`src/rtl/instruction_buffer.sv`:
```
// Instruction FIFO feeding the video processor: buffers 64-bit {A,B} instructions and
// issues them one at a time with a single-cycle clock-enable strobe, paced and print-gated.
module instruction_buffer #(
    parameter int DEPTH     = 16,
    parameter int ADDR_BITS = 4,
    parameter int ISSUE_GAP = 4
) (
    input  logic                 clk,
    input  logic                 reset,
    input  logic [31:0]          in_dataA,
    input  logic [31:0]          in_dataB,
    input  logic                 wr_en,
    input  logic                 printtingScreen,
    output logic [31:0]          out_dataA,
    output logic [31:0]          out_dataB,
    output logic                 out_clk_en,
    output logic                 full,
    output logic                 empty,
    output logic [ADDR_BITS:0]   count,
    output logic                 overflow,
    output logic                 busy
);

    localparam int                 GAP_W    = (ISSUE_GAP > 1) ? $clog2(ISSUE_GAP) : 1;
    localparam logic [ADDR_BITS:0] FULL_CNT = (ADDR_BITS + 1)'(DEPTH);
    localparam logic [GAP_W-1:0]   GAP_LOAD = GAP_W'(ISSUE_GAP - 1);

    typedef enum logic [1:0] {
        S_IDLE  = 2'd0,
        S_ISSUE = 2'd1,
        S_WAIT  = 2'd2
    } state_t;

    logic [63:0]          r_mem [DEPTH];
    logic [ADDR_BITS-1:0] r_wr_ptr;
    logic [ADDR_BITS-1:0] r_rd_ptr;
    logic [ADDR_BITS:0]   r_count;
    logic                 r_overflow;
    state_t               r_state;
    logic [GAP_W-1:0]     r_gap;
    logic [31:0]          r_out_a;
    logic [31:0]          r_out_b;
    logic                 r_clk_en;

    logic                 w_full;
    logic                 w_empty;
    logic                 w_wr_acc;
    logic                 w_issue;

    assign w_full   = (r_count == FULL_CNT);
    assign w_empty  = (r_count == {(ADDR_BITS + 1){1'b0}});
    // A write landing on a full FIFO is dropped even if an issue frees a slot that same edge.
    assign w_wr_acc = wr_en & ~w_full;
    assign w_issue  = (r_state == S_ISSUE);

    // Storage array; contents are deliberately left unreset.
    always_ff @(posedge clk) begin
        if (w_wr_acc) begin
            r_mem[r_wr_ptr] <= {in_dataA, in_dataB};
        end
    end

    // Write pointer, occupancy count and sticky overflow flag.
    always_ff @(posedge clk or posedge reset) begin
        if (reset) begin
            r_wr_ptr   <= {ADDR_BITS{1'b0}};
            r_count    <= {(ADDR_BITS + 1){1'b0}};
            r_overflow <= 1'b0;
        end else begin
            if (w_wr_acc) begin
                r_wr_ptr <= r_wr_ptr + ADDR_BITS'(1);
            end
            if (wr_en && w_full) begin
                r_overflow <= 1'b1;
            end
            case ({w_wr_acc, w_issue})
                2'b10:   r_count <= r_count + (ADDR_BITS + 1)'(1);
                2'b01:   r_count <= r_count - (ADDR_BITS + 1)'(1);
                default: r_count <= r_count;
            endcase
        end
    end

    // Issue sequencer: head data and strobe are registered on the IDLE->ISSUE edge.
    always_ff @(posedge clk or posedge reset) begin
        if (reset) begin
            r_state  <= S_IDLE;
            r_rd_ptr <= {ADDR_BITS{1'b0}};
            r_gap    <= {GAP_W{1'b0}};
            r_out_a  <= 32'd0;
            r_out_b  <= 32'd0;
            r_clk_en <= 1'b0;
        end else begin
            case (r_state)
                S_IDLE: begin
                    if (!w_empty && !printtingScreen) begin
                        r_state  <= S_ISSUE;
                        r_clk_en <= 1'b1;
                        r_out_a  <= r_mem[r_rd_ptr][63:32];
                        r_out_b  <= r_mem[r_rd_ptr][31:0];
                    end
                end
                S_ISSUE: begin
                    r_clk_en <= 1'b0;
                    r_rd_ptr <= r_rd_ptr + ADDR_BITS'(1);
                    r_gap    <= GAP_LOAD;
                    r_state  <= S_WAIT;
                end
                S_WAIT: begin
                    if (r_gap == {GAP_W{1'b0}}) begin
                        r_state <= S_IDLE;
                    end else begin
                        r_gap <= r_gap - GAP_W'(1);
                    end
                end
                default: begin
                    r_state  <= S_IDLE;
                    r_clk_en <= 1'b0;
                end
            endcase
        end
    end

    assign out_dataA  = r_out_a;
    assign out_dataB  = r_out_b;
    assign out_clk_en = r_clk_en;
    assign full       = w_full;
    assign empty      = w_empty;
    assign count      = r_count;
    assign overflow   = r_overflow;
    assign busy       = (r_state != S_IDLE);

endmodule

```
`config.mk`:
```
export PLATFORM = sky130hd
export DESIGN_NAME = instruction_buffer
export DESIGN_NICKNAME = d
export VERILOG_FILES = /design/src/rtl/instruction_buffer.sv
export SDC_FILE = /design/constraint.sdc
export NUM_CORES = 1
export LEC_CHECK = 0
export ABC_AREA = 1
export CAP_MARGIN = 20
export CORE_MARGIN = 4
export CORE_UTILIZATION = 46
export DETAILED_ROUTE_END_ITERATION = 8
export GPL_TIMING_DRIVEN = 0
export PLACE_DENSITY = 0.72
export SYNTH_ARGS = -nofsm -noshare
export SYNTH_HDL_FRONTEND = slang
export SYNTH_SLANG_ARGS = --single-unit
```
`constraint.sdc`:
```
create_clock -name clk -period 5.4 [get_ports clk]
set_input_delay 1.08 -clock clk [delete_from_list [all_inputs] [get_ports clk]]
set_output_delay 1.08 -clock clk [all_outputs]
set_load 0.05 [all_outputs]
```
==> results.py, run 1 <==
metrics = {
    "power_and_ir_drop": {
        "pwr-share-clk": 0.251,
        "p_sw_mw": 11.78,
        "power_leakage_nw": 24.88,
        "switching_share": 0.3945,
        "power_frac_comb": 0.389,
        "ir_worst_vdd_uv": 284.4,
        "p_per_area_nw_per_um2": 532.5,
        "p_seq_frac": 0.360,
        "intPower_mw": 18.08,
    },
    "worst_setup_path": {
        "startpoint_type": "register",
        "r2r-start": "count[0]",
        "r2r_setup_slack_ns": 2.33,
        "reg2regPathDepth": 9,
        "crit_chain": "nor2_1, nand4_1, inv_1, clkdlybuf4s50_1",
        "reg2reg_to": "r_mem[4][19]",
        "cp.arrival_ns": 2.38,
        "cp_num_buf_inv": 2,
        "worst_ep_required_time_ns": 4.32,
        "crit_cells": 4,
        "cp_max_fo": 5,
        "crit_family": "buffers and inverters",
        "cpPeakStageDelay_ns": 0.80,
        "end_kind": "primary output",
        "worst_path_max_delay_cell": "clkdlybuf4s50_1",
        "critPathKind": "reg -> out",
    },
    "yosys": {
        "syn_avg_cell_area_sq_um": 10.15,
        "synthArstFlopShare": 0.07498,
        "synth_ff_type": "edfxtp_1",
        "yosysMostFrequentCell": "nand2_1",
        "synth_edf_count": 1024,
        "syn_inst": 4727,
        "syn-num-nets": 4804,
        "yosys-top-cells-area": "edfxtp_1 64%, nand2_1 14%, inv_1 6.8%",
        "ys_ff_latch": 1107,
        "yosysSeqAreaShare": 0.6841,
        "synth_top_cell_by_area": "edfxtp_1",
        "synth_cell_types": 23,
        "yosysTopAreaCellShare": 0.6408,
        "syn-cell-area_sq_um": 47980,
        "ys_warn_count": 0,
        "synthTopCellsByCount": "1762 x nand2_1, 1024 x edfxtp_1, 863 x inv_1",
    },
    "die": {
        "initial_utilization": 0.4636,
        "num_rows": 118,
        "core_area_sq_um": 103500,
        "die_y_um": 331.0,
        "dieArea_sq_um": 109500,
        "io_pins": 142,
        "fp.dieW_um": 331.0,
    },
    "min_path": {
        "worstHoldPathType": "reg -> reg",
        "hp-start": "overflow",
        "min_to": "overflow",
        "min_path_cells": 1,
    },
    "clock_tree": {
        "cts-resized-gates": 0,
        "postCtsSetupBuffers": 0,
        "cts_buffer_depth": 3,
        "cts_htree_levels": 3,
        "insertion_delay_ns": 0.70,
        "root_buffer": "clkbuf_16",
        "cts_buffers": 110,
        "clkSinkCount": 1107,
        "cts_tree": "done",
        "cts_hold_buffers": 0,
        "path_clk_slew_ns": 0.06,
    },
    "placed_design": {
        "preCtsSetupSlack_ns": 1.396,
        "dp_hpwl_um": 88780,
        "gp_congestion": 0.8179,
        "port_buffers": 141,
        "dp_cells": 6360,
    },
    "cells_and_area": {
        "instances_no_fill": 6569,
        "layout-drive-gt1-share": 0.1013,
        "syn2layout_area_growth_pct": 16.87,
        "final_nets": 5170,
    },
    "global_route": {
        "grt_pass1_wl_um": 193800,
        "grt_max_degree": 52,
        "grt.total_usage": 0.2335,
        "grt_overflow": 0,
        "grt_antenna_before_repair": 3,
        "grt_pass1_vias": 33120,
    },
    "timing": {
        "drv_slew": 0,
        "relSlewSlack": 0.2982,
        "hold_viol_final": 0,
        "setup_ws_ns": 1.937,
        "period_share": 0.6413,
        "finalClockSkew_ns": 0.03339,
        "fmax_mhz": 288.7,
        "setup_viol": 0,
        "post-route-min-period_ns": 3.463,
        "rsz0062_at_grt": "false",
        "worst_slew_pin_slew_ns": 1.049,
    },
    "drt": {
        "via_count": 33930,
        "first_pass_iters": 7,
        "via_per_inst": 5.165,
        "drt_iter0_markers": 3583,
        "drc_errors": 0,
        "antenna_left": 0,
        "drt_wl_total_um": 129500,
        "wl_per_cell_um": 19.71,
    },
    "run_status": {
        "status": "completed",
    },
    "job": {
        "maxCapViolCount": 0,
    },
}
==> sequential cells by signal (all words and copies together), names as in the netlist <==
register,count
r_wr_ptr,4
count,5
overflow,1
r_rd_ptr,4
out_dataB,32
out_dataA,32
out_clk_en,1
r_state,2
r_mem,1024
r_gap,2
==> area by class of cell <==
type                            count  area [sq um]
Timing Repair Buffer              254          2751
Clock inverter                     56         523.0
Tap cell                         1380          1727
Sequential cell                  1107         32830
Clock buffer                      148          2995
Fill cell                        8470         47420
Inverter                          865          3249
Buffer                            228          1282
Multi-Input combinational cell   2527         10710
Antenna cell                        4         10.01
==> worst register-to-register path: cells and delay by family (launching register included) <==
kind | cells | cell delay [ns]
buffers and inverters | 5 | 1.16
flip-flops | 1 | 0.43
AND/OR/NAND/NOR | 4 | 1.20
==> power groups by stage <==
stage               logic [mW]  clock network (mW)  registers, mW
global placement          10.9                   0           11.1
global route              12.6                7.92           10.8
CTS                       11.6                7.56           10.8
finish                    11.6                7.51           10.8
floorplan                 6.23                   0           11.9
detailed placement        11.4                   0           10.9
==> logic make-up (layout without fill, tap and decap cells) <==
logic type / count (synthesis) / in the layout / share of synthesized area
DFF: 1107 / 1107 / 0.6841
and+or+nand+nor: 2497 / 2497 / 0.2161
buffers and inverters: 1093 / 1551 / 0.09439
AOI/OAI and AO/OA: 11 / 11 / 0.001226
other: 0 / 4 / 0
xor gates and xnor gates: 10 / 10 / 0.001825
adders and majority gates: 9 / 9 / 0.002347
==> how the worst max path moves through the flow <==
stage | end | start | slack [ns]
after floorplan | r_mem[10][0] | wr_en | -0.94
after global placement | r_mem[10][22] | wr_en | -6.27
after detailed placement | r_mem[4][20] | wr_en | 1.40
after CTS | empty | count[0] | 1.83
after global routing | empty | count[0] | 1.80
final | empty | count[0] | 1.94
==> layer usage <==
layer / global-route usage / routed length (um) / up-vias
met3: 0.04321 / 12350 / 363
met5: 0 / 21 / -
met2: 0.3876 / 61870 / 1737
met4: 0.1093 / 6241 / 4
li1: - / - / 15710
met1: 0.2990 / 49000 / 16110
==> stage by stage <==
step | util | hold slack (ns) | power [mW] | area, sq um | setup TNS [ns]
5_1_grt | 0.5418 | 0.4921 | 31.35 | 56070 | 0
6_report | 0.5418 | 0.4555 | 29.86 | 56080 | 0
4_1_cts | 0.5416 | 0.4649 | 29.87 | 56050 | 0
2_1_floorplan | - | 0.4946 | 18.10 | 47980 | -784.30
3_3_place_gp | 0.4939 | 0.4410 | 22.00 | 51120 | -5610.03
3_5_place_dp | 0.5076 | 0.4476 | 22.37 | 52530 | 0
==> cells in the final DEF, fill, tap and decap left out, types with 3 or more instances in the layout <==
cell type,netlist,routed
buf_12,0,3
buf_16,0,3
buf_2,119,119
buf_4,24,37
buf_6,25,108
buf_8,0,11
bufinv_16,0,7
clkbuf_1,58,86
clkbuf_16,0,110
clkbuf_8,0,10
clkdlybuf4s50_1,0,141
clkinv_1,0,15
clkinv_2,0,23
clkinv_8,0,3
dfrtp_1,83,83
diode_2,0,4
edfxtp_1,1024,1024
ha_1,9,9
inv_1,863,862
nand2_1,1762,1762
nand3_1,645,645
nand4_1,3,3
nor2_1,8,6
nor3_2,0,14
o21ai_0,7,7
or2_2,64,64
xor2_1,8,8
Note: power is estimated with default switching activity, not from simulation.
==> inputs of run 2 (changes only) <==
--- a/config.mk
+++ b/config.mk
@@ -11,7 +11,7 @@
 export CORE_UTILIZATION = 46
 export DETAILED_ROUTE_END_ITERATION = 8
 export GPL_TIMING_DRIVEN = 0
-export PLACE_DENSITY = 0.72
+export PLACE_DENSITY = 0.69
 export SYNTH_ARGS = -nofsm -noshare
 export SYNTH_HDL_FRONTEND = slang
 export SYNTH_SLANG_ARGS = --single-unit
==> constraint.sdc (replaced) <==
create_clock -name clk -period 3.6 [get_ports clk]
set_input_delay 0.72 -clock clk [delete_from_list [all_inputs] [get_ports clk]]
set_output_delay 0.72 -clock clk [all_outputs]
set_load 0.05 [all_outputs]
==> run 2 against run 1 <==
Against the previous run: highest routed layer is now met4; critical path depth grew 11; wire length shrank 1.2%; cell count shrank 0.76%; die area is the same.
==> results.py, run 2 (synthesis results as in run 1) <==
metrics = {
    "worst_setup_path": {
        "crit_chain": "nor2_1, nand4_1, nand2_1, clkbuf_4, ha_1, clkbuf_1, xor2_1, ha_1, a21oi_1, nor2_1, nand2_1, nand3_1, nand2_1, nand2_1, nand2_1",
        "cpPeakStageDelay_ns": 0.48,
        "critPathKind": "reg -> reg",
        "r2r_setup_slack_ns": 0.39,
        "startpoint_type": "register",
        "reg2reg_to": "count[4]",
        "path_common_cell": "nand2_1",
        "reg2regPathDepth": 15,
        "cp_max_fo": 11,
        "end_kind": "register",
        "worst_ep_required_time_ns": 4.18,
        "r2r-start": "count[0]",
        "endpoint": "count[4]",
        "cp.arrival_ns": 3.78,
        "worst_path_max_delay_cell": "nand2_1",
        "crit_start": "count[0]",
    },
    "drt": {
        "drc_errors": 0,
        "via_per_inst": 5.059,
        "drt_wl_total_um": 128000,
        "wl_per_cell_um": 19.63,
        "via_count": 32980,
        "drt_iter0_markers": 3502,
        "antenna_left": 0,
        "first_pass_iters": 6,
    },
    "timing": {
        "hold_viol_final": 0,
        "drv_slew": 0,
        "fmax_mhz": 311.6,
        "finalClockSkew_ns": 0.02392,
        "period_share": 0.8916,
        "setup_viol": 0,
        "relSlewSlack": 0.2859,
        "hold_ws_ns": 0.4580,
        "rsz0062_at_grt": "false",
        "worst_slew_pin_slew_ns": 1.071,
        "post-route-min-period_ns": 3.210,
    },
    "clock_tree": {
        "postCtsSetupBuffers": 0,
        "cts_hold_buffers": 0,
        "clkSinkCount": 1107,
        "insertion_delay_ns": 0.68,
        "cts_tree": "done",
        "cts-resized-gates": 0,
        "cts_htree_levels": 3,
        "path_clk_slew_ns": 0.06,
        "cts_buffer_depth": 3,
        "cts_buffers": 112,
        "root_buffer": "clkbuf_16",
    },
    "power_and_ir_drop": {
        "p_sw_mw": 17.58,
        "p_seq_frac": 0.359,
        "switching_share": 0.3911,
        "power_leakage_nw": 24.91,
        "intPower_mw": 27.36,
        "finalPower_mw": 44.94,
        "p_per_area_nw_per_um2": 797.0,
        "ir_worst_vdd_uv": 670.4,
        "pwr-share-clk": 0.251,
        "power_frac_comb": 0.390,
    },
    "global_route": {
        "grt_pass1_vias": 32050,
        "grt.total_usage": 0.2326,
        "grt_max_degree": 53,
        "grt_antenna_before_repair": 1,
        "grt_overflow": 0,
        "grt_pass1_wl_um": 192100,
    },
    "cells_and_area": {
        "largest_reg_flops": 1024,
        "layout-drive-gt1-share": 0.09146,
        "n_antenna_cell": 0,
        "final_nets": 5126,
        "final_common_cell": "nand2_1",
        "num-fill-cells": 8527,
        "syn2layout_area_growth_pct": 17.52,
        "regMostFlops": "r_mem",
        "mostFrequentLayoutCells": "1762 x nand2_1, 1024 x edfxtp_1, 862 x inv_1, 645 x nand3_1, 141 x clkdlybuf4s50_1",
    },
    "die": {
        "dieArea_sq_um": 109500,
        "io_pins": 142,
        "initial_utilization": 0.4636,
        "num_rows": 118,
        "fp.dieW_um": 331.0,
        "die_y_um": 331.0,
        "core_area_sq_um": 103500,
    },
    "run_status": {
        "status": "completed",
    },
    "placed_design": {
        "gp_congestion": 0.7947,
        "port_buffers": 141,
        "dp_hpwl_um": 87400,
    },
    "min_path": {
        "worstHoldPathType": "reg -> reg",
    },
    "job": {
        "maxCapViolCount": 0,
    },
}
## run 2: cell types whose count changed in the layout (fill, tap and decap cells not counted), sizes merged
cell      delta
buf         -47
diode        -4
clkbuf       +3
bufinv       +2
clkinvlp     -2
inv          -2
## run 2: layer usage
layer / global-route usage / wire length, um / vias to the layer above
met1: 0.3122 / 51190 / 15550
met2: 0.3929 / 61570 / 1528
met3: 0.03139 / 10870 / 273
met5: 0 / 0 / -
met4: 0.07965 / 4350 / 0
li1: - / - / 15630
## run 2: layout make-up
class	count	area [sq um]	area share
multi-input cells	2527	10800	0.1915
well taps	1380	1727	0.03062
inverters	865	3249	0.05762
plain buffers	228	1286	0.02281
clock buffers	150	3017	0.05350
flip-flops and latches	1107	32830	0.5821
repair buffers	208	2997	0.05314
clock inverters	54	486.7	0.008631
## run 2: power groups by stage
stage | registers, mW | clock network [mW] | logic [mW]
5_1_grt | 16.3 | 11.9 | 19.1
4_1_cts | 16.1 | 11.4 | 17.5
2_1_floorplan | 17.7 | 0 | 9.42
3_3_place_gp | 16.5 | 0 | 16.5
6_report | 16.1 | 11.3 | 17.5
3_5_place_dp | 16.4 | 0 | 17.4
## run 2: how the worst min path moves through the flow
stage | start | endpoint | slack [ns] | cells past startpoint
after CTS | reset | out_dataB[17] | 0.46 | 2
after detailed placement | overflow | overflow | 0.45 | 1
after global placement | overflow | overflow | 0.45 | 1
after floorplan | r_gap[1] | r_gap[1] | 0.49 | 2
after global routing | overflow | overflow | 0.49 | 1
final | overflow | overflow | 0.46 | 1
## run 2: stage by stage
step	instance area (sq um)	setup WS, ns	util	std cells	setup TNS, ns
CTS	56390	0.2748	0.5448	6519	0
finish	56390	0.3903	0.5448	6519	0
global placement	51250	-4.270	0.4952	6248	-2701.04
detailed placement	52880	-0.08009	0.5110	6315	-1.013
global route	56390	0.04794	0.5448	6519	0
floorplan	48110	-0.9627	-	4727	-287.87
## run 2: worst max-delay path: cells and delay by family, from the launching register on
family	cells	cell delay, ns
compound gates	1	0.05
xor+xnor	1	0.23
fa+ha+maj	2	0.40
buf+inv	2	0.74
flops	1	0.43
simple gates	9	1.26
